**config.mk**
```make
export PLATFORM = sky130hd
export DESIGN_NAME = hazard_ctrl
export DESIGN_NICKNAME = d
export VERILOG_FILES = /design/src/rtl/hazard_ctrl_pkg.sv /design/src/rtl/hazard_ctrl_md_busy_cnt.sv /design/src/rtl/hazard_ctrl.sv
export SDC_FILE = /design/constraint.sdc
export NUM_CORES = 1
export LEC_CHECK = 0
export CAP_MARGIN = 0
export CELL_PAD_IN_SITES_DETAIL_PLACEMENT = 0
export CELL_PAD_IN_SITES_GLOBAL_PLACEMENT = 1
export CORE_MARGIN = 5
export CORE_UTILIZATION = 21
export DETAILED_ROUTE_END_ITERATION = 12
export GPL_TIMING_DRIVEN = 0
export PLACE_DENSITY = 0.84
export SYNTH_ARGS = -nofsm -noshare
export SYNTH_HDL_FRONTEND = slang
export SYNTH_SLANG_ARGS = --single-unit
export TNS_END_PERCENT = 100
```
**constraint.sdc**
```tcl
create_clock -name vclk -period 2.1
set_input_delay 0.42 -clock vclk [all_inputs]
set_output_delay 0.42 -clock vclk [all_outputs]
set_load 0.02 [all_outputs]
```
**src/rtl/hazard_ctrl_pkg.sv**
```systemverilog
// Shared constants and types for the pipeline hazard controller.
package hazard_ctrl_pkg;

  // Marks a source operand that the D-stage instruction does not read.
  localparam logic [1:0] TUSE_NONE = 2'd3;

  // Width and load values of the mult/div occupancy counter.
  localparam int                  MD_CNT_W    = 4;
  localparam logic [MD_CNT_W-1:0] MULT_CYCLES = 4'd5;
  localparam logic [MD_CNT_W-1:0] DIV_CYCLES  = 4'd10;

  // Pipeline control action chosen each cycle, in priority order flush > stall > run.
  typedef enum logic [1:0] {
    CTRL_RUN,
    CTRL_STALL,
    CTRL_FLUSH
  } ctrl_e;

endpackage

```
**src/rtl/hazard_ctrl_md_busy_cnt.sv**
```systemverilog
// Mult/div occupancy counter: loads on issue, counts down to idle.
module md_busy_cnt
  import hazard_ctrl_pkg::*;
(
  input  logic clk,
  input  logic reset,
  input  logic start,
  input  logic div,
  input  logic respon,
  output logic busy
);

  logic [MD_CNT_W-1:0] cnt;

  // Load on a surviving issue, otherwise count down; a new issue always reloads.
  always_ff @(posedge clk) begin
    // NOTE: state registers use non-blocking assignments so every flop samples pre-edge values.
    if (reset) begin
      cnt <= '0;
    end else if (start && !respon) begin
      cnt <= div ? DIV_CYCLES : MULT_CYCLES;
    end else if (cnt != '0) begin
      cnt <= cnt - MD_CNT_W'(1);
    end
  end

  assign busy = (cnt != '0);

endmodule

```
**src/rtl/hazard_ctrl.sv**
```systemverilog
// Pipeline hazard controller: load/use and mult/div stalls plus exception flushes.
// Optional feature macro: HAZARD_CTRL_MDU_EN enables the mult/div busy tracking.
module hazard_ctrl
  import hazard_ctrl_pkg::*;
(
  input  logic       clk,
  input  logic       reset,
  input  logic [4:0] rsD,
  input  logic [4:0] rtD,
  input  logic [1:0] tuseRsD,
  input  logic [1:0] tuseRtD,
  input  logic [4:0] A3E,
  input  logic [4:0] A3M,
  input  logic [1:0] tnewE,
  input  logic [1:0] tnewM,
  input  logic       RegWriteE,
  input  logic       RegWriteM,
  input  logic       mdStartE,
  input  logic       mdDivE,
  input  logic       mdUseD,
  input  logic       respon,
  output logic       stallF,
  output logic       stallD,
  output logic       flushD,
  output logic       flushE,
  output logic       flushM,
  output logic       mdBusy
);

  logic  haz_rs, haz_rt, haz_md, md_busy_raw;
  ctrl_e action;

  // A source hazard exists when a later-stage writer will not have its result
  // ready by the time the D instruction needs it; r0 never carries a dependency.
  function automatic logic src_hazard(
    input logic [4:0] src,
    input logic [1:0] tuse,
    input logic [4:0] a3e,
    input logic [1:0] tne,
    input logic       we_e,
    input logic [4:0] a3m,
    input logic [1:0] tnm,
    input logic       we_m
  );
    return (tuse != TUSE_NONE) && (src != 5'd0) &&
           ((we_e && (a3e == src) && (tne > tuse)) ||
            (we_m && (a3m == src) && (tnm > tuse)));
  endfunction

  assign haz_rs = src_hazard(rsD, tuseRsD, A3E, tnewE, RegWriteE, A3M, tnewM, RegWriteM);
  assign haz_rt = src_hazard(rtD, tuseRtD, A3E, tnewE, RegWriteE, A3M, tnewM, RegWriteM);

`ifdef HAZARD_CTRL_MDU_EN
  md_busy_cnt u_md_busy_cnt (
    .clk    (clk),
    .reset  (reset),
    .start  (mdStartE),
    .div    (mdDivE),
    .respon (respon),
    .busy   (md_busy_raw)
  );

  assign haz_md = mdUseD && (md_busy_raw || mdStartE);
`else
  logic unused_md;

  assign unused_md   = ^{mdStartE, mdDivE, mdUseD};
  assign md_busy_raw = 1'b0;
  assign haz_md      = 1'b0;
`endif

  // The counter clears on the reset edge; mask it so busy already reads 0 during reset.
  assign mdBusy = md_busy_raw && !reset;

  // Pick the pipeline action (reset and exceptions dominate stalls) and decode it.
  always_comb begin
    // NOTE: every output gets a default first so no path can infer a latch.
    action = CTRL_RUN;
    stallF = 1'b0;
    stallD = 1'b0;
    flushD = 1'b0;
    flushE = 1'b0;
    flushM = 1'b0;

    if (reset || respon) begin
      action = CTRL_FLUSH;
    end else if (haz_rs || haz_rt || haz_md) begin
      action = CTRL_STALL;
    end

    case (action)
      CTRL_STALL: begin
        stallF = 1'b1;
        stallD = 1'b1;
        flushE = 1'b1;
      end
      CTRL_FLUSH: begin
        flushD = 1'b1;
        flushE = 1'b1;
        flushM = 1'b1;
      end
      default: ;
    endcase
  end

endmodule

```
; Yosys cells after proc, flatten, opt, wreduce, memory -nomap -nowiden
; Cells that the tools add are included.
[op_classes]
n_lt_le_gt_ge = 4
eq_ne = 8
mux = 5
reduce_logical = 19
[ops]
columns = operator, count
row1 = $eq A5 B5 Y1, 4
row2 = $logic_and A1 B1 Y1, 12
row3 = $reduce_bool A5 Y1, 2
row4 = $gt A2 B2 Y1, 4
row5 = $logic_or A1 B1 Y1, 4
row6 = $mux W1, 4
row7 = $ne A2 B2 Y1 const B, 2
row8 = $eq A2 B1 Y1 const B, 1
row9 = $eq A2 B2 Y1 const B, 1
row10 = $mux W2, 1
row11 = $reduce_or A2 Y1, 1
[word_totals]
wordCells = 36
inputBits = 36
register_bits = 0
output_inout_bits = 6

; Depth between registers and ports, before layout
[depth]
word_depth = 11
depth_mapped = 8
depth_no_buf = 7

; Worst setup path before layout
; OpenSTA, ideal clock, no wires.
[synth_path]
kind = input to output
from = in tuseRsD[1]
to = out stallF
path_slack_ns = -0.176
required_time_ns = 1.680
t_arrival_ns = 1.856
cell_stages = 7
n_path_buf = 1
path_cell_list = inv_1 > ha_1 > a21oi_1 > nor4_1 > o221ai_1 > a21oi_1 > buf_4
[synth_via]
elab_chain_cells = 9
word_cells_on_any_way = 13
cone_classes = order compare: 2 / eq/ne: 2 / mux: 3 / reduce/logical: 6
[synth_rtl]
columns = element, line_no
row1 = from (decl), hazard_ctrl.sv:10  ; input logic [1:0] tuseRsD,
row2 = "$gt A2 B2 Y1, on equally long branches", "hazard_ctrl.sv:46, hazard_ctrl.sv:47"
row3 = "$logic_and A1 B1 Y1, on equally long branches", "hazard_ctrl.sv:46, hazard_ctrl.sv:47"
row4 = $logic_or A1 B1 Y1, hazard_ctrl.sv:46  ; ((we_e && (a3e == src) && (tne > tuse)) ||
row5 = $logic_and A1 B1 Y1 (*), hazard_ctrl.sv:45  ; return (tuse != TUSE_NONE) && (src != 5'd0) &&
row6 = $logic_or A1 B1 Y1 (*), hazard_ctrl.sv:87  ; end else if (haz_rs || haz_rt || haz_md) begin
row7 = $mux W1 (*), hazard_ctrl.sv:87
row8 = $mux W2 (*), hazard_ctrl.sv:85  ; if (reset || respon) begin
row9 = $eq A2 B1 Y1 (*), n/a
row10 = $mux W1 (*), n/a
row11 = to (decl), hazard_ctrl.sv:22  ; output logic stallF,
; Every way passes the cells marked *; elsewhere a longest branch is shown, timed or not.

; Final worst setup path
[layout_path]
from = in rtD[1]
to = out stallF
[layout_via]
elab_chain_cells = 10
word_cells_on_any_way = 15
cone_classes = eq/ne: 3 / mux: 3 / reduce/logical: 9
[layout_rtl]
columns = element, line_no
row1 = from (decl), hazard_ctrl.sv:9  ; input logic [4:0] rtD,
row2 = "$eq A5 B5 Y1, on equally long branches", "hazard_ctrl.sv:46, hazard_ctrl.sv:47"
row3 = "$logic_and A1 B1 Y1, on equally long branches (2 in series)", "hazard_ctrl.sv:46, hazard_ctrl.sv:47"
row4 = $logic_or A1 B1 Y1, hazard_ctrl.sv:46
row5 = $logic_and A1 B1 Y1 (*), hazard_ctrl.sv:45
row6 = $logic_or A1 B1 Y1 (*), hazard_ctrl.sv:87
row7 = $mux W1 (*), hazard_ctrl.sv:87
row8 = $mux W2 (*), hazard_ctrl.sv:85
row9 = $eq A2 B1 Y1 (*), hazard_ctrl.sv:91  ; case (action)
row10 = $mux W1 (*), hazard_ctrl.sv:91
; Marked as above.

==> results.yml <==
outcome:
  status: "complete, but fails checks"
  violations: "negative setup slack"
global_route:
  grt_pass1_vias: 674
  antenna_found_initial: 0
  grt_max_degree: 5
  grt_pass1_wl_um: 2870
  grt_overflow: 0
  grt_use_total_pct: 10.18
detailed_routing:
  ant_nets: 0
  via_per_inst: 4.588
  wirelength_um: 1732
  vias: 624
  wire_per_inst_um: 12.74
  drtIter0Drc: 3
  drcViolationCount: 0
  first_pass_iters: 4
yosys:
  syn_area_um2: 490.5
  synth_area_leaders: "xnor2_1, ha_1, nand3_1"
  synth_cells: 69
  yosysTopAreaCell: "xnor2_1"
  synth_seq_area_share_pct: 0
  avgSynthCellArea_um2: 7.108
  ys_warn_count: 0
  synth_nets: 113
  synth_top_area_share_pct: 28.57
  yosys.cell_types.count: 14
hold_path:
  holdCritPathClass: "primary input to output port"
  hp-start: "tuseRsD[1]"
clock_tree:
  hold_buffers: 0
cells_and_area:
  syn_to_final_growth_pct: 114.8
  fillers: 237
  num-nets-final: 154
  fin_util_pct: 47.62
  multi_input_area_um2: 638.1
  regArea_um2: 0
  num_antenna_cells: 0
  clkbuf_count: 0
  final_cell_mix: "xnor2_1, clkbuf_2, ha_4, dlygate4sd2_1"
  nFlopsAndLatches: 0
  drive_gt1_share_pct: 50.93
  final_common_cell: "xnor2_1"
sta:
  period_share_pct: 106.1
  fin_ws_ns: -0.1285
  finalHoldViolations: 0
  slew_viol_final: 0
  setup_viol: 3
  period_needed_ns: 2.229
  fmax_mhz: 448.7
  rsz0062_at_grt: "yes"
floorplan:
  core_um2: 2212
  start_util_pct: 22.17
  io_pins: 42
  row_count: 17
  die_y_um: 58.33
  die_x_um: 58.33
  die-area_um2: 3402
pwr:
  pwr_density_cell_nw_per_um2: 190.6
  leakage_nw: 0.4079
  ir_drop_v: 0.00008342
placed_design:
  gp_congestion: 0.8818
  io_buffers: 37
  dp_hpwl_um: 1535
  pre_cts_slack_ns: -1.233
critical_path:
  cp_data_arrival_time_ns: 1.81
  path_cells: "dlygate4sd2_1, or4_4, o221ai_2, a21oi_2, buf_4, buf_6"
  worstSetupEndpointType: "output port"
  cp_max_fo: 3
  crit_required_ns: 1.68
  critPathSlowestCell: "or4_4"
  cpPeakStageDelay_ns: 0.55
  startpoint: "rtD[1]"
  startpoint_type: "primary input"
  crit_type: "primary input to output port"
flow_run:
  cap_viol_max_count: 0
==> critical path: cells and delay by family <==
kind | cells | cell delay, ns
compound gates | 2 | 0.30
simple gates | 1 | 0.55
buf+inv | 3 | 0.54
==> cell type report <==
type,count,area share [%]
timing repair buffer,39,29.22
tap,28,3.325
inverter,8,4.751
buffer,3,2.138
multi-input combinational,58,60.57
==> kinds of logic (layout without fill, tap and decap cells) <==
group / Yosys count / in the layout / synth area share [%]
AOI/OAI and AO/OA: 7 / 7 / 8.673
buffers and inverters: 11 / 50 / 10.71
adders and majority gates: 8 / 8 / 20.41
xor gates and xnor gates: 20 / 20 / 35.71
and+or+nand+nor: 22 / 22 / 23.72
other: 1 / 1 / 0.7646
==> path summary, 6_finish.rpt <==
kind	end	slack (ns)	depth (start not counted)
max	stallF	-0.13	6
min	stallD	1.27	5
==> where the power goes <==
group | switching [W] | total (W) | internal, W
Combinational | 0.0000979 | 0.000201 | 0.000103
Clock | 0 | 0 | 0
Sequential | 0 | 0 | 0
==> metal layers <==
metal  GRT usage, %  vias up  wire, µm
li1               -      316         -
met1          13.37      282       761
met2          18.66       26       833
met3          1.316        0       137
met4              0        0         0
met5              0        -         0
==> synth_stat cells (all sizes together) <==
| cell type | number |
|---|---|
| a21oi | 5 |
| buf | 3 |
| conb | 1 |
| ha | 8 |
| inv | 8 |
| nand2 | 6 |
| nand3 | 8 |
| nand3b | 1 |
| nor4 | 4 |
| o221ai | 2 |
| or2 | 1 |
| or4 | 2 |
| xnor2 | 16 |
| xor2 | 4 |
==> metrics by stage <==
stage | hold slack, ns | instance area, µm² | TNS (ns) | power, W | instances
2_1_floorplan | 1.011 | 559.3 | -0.02502 | 0.00008241 | 69
3_3_place_gp | 1.989 | 964.7 | -3.507 | 0.0001794 | 134
3_5_place_dp | 1.995 | 964.7 | -3.622 | 0.0001834 | 134
4_1_cts | 1.281 | 1042 | -0.2861 | 0.0001897 | 136
5_1_grt | 1.311 | 1054 | -0.4689 | 0.0002215 | 136
6_report | 1.273 | 1054 | -0.2655 | 0.0002008 | 136
==> what timing repair did <==
| action | 4_1_cts | 5_1_grt |
|---|---|---|
| pin swaps | 25 | 16 |
| endpoints found under the setup margin | 5 | 3 |
| gates resized for setup | 104 | 22 |
| hold endpoints to repair | 0 | 0 |
| buffers inserted | 2 | 0 |
(Power assumes the default switching activity.)
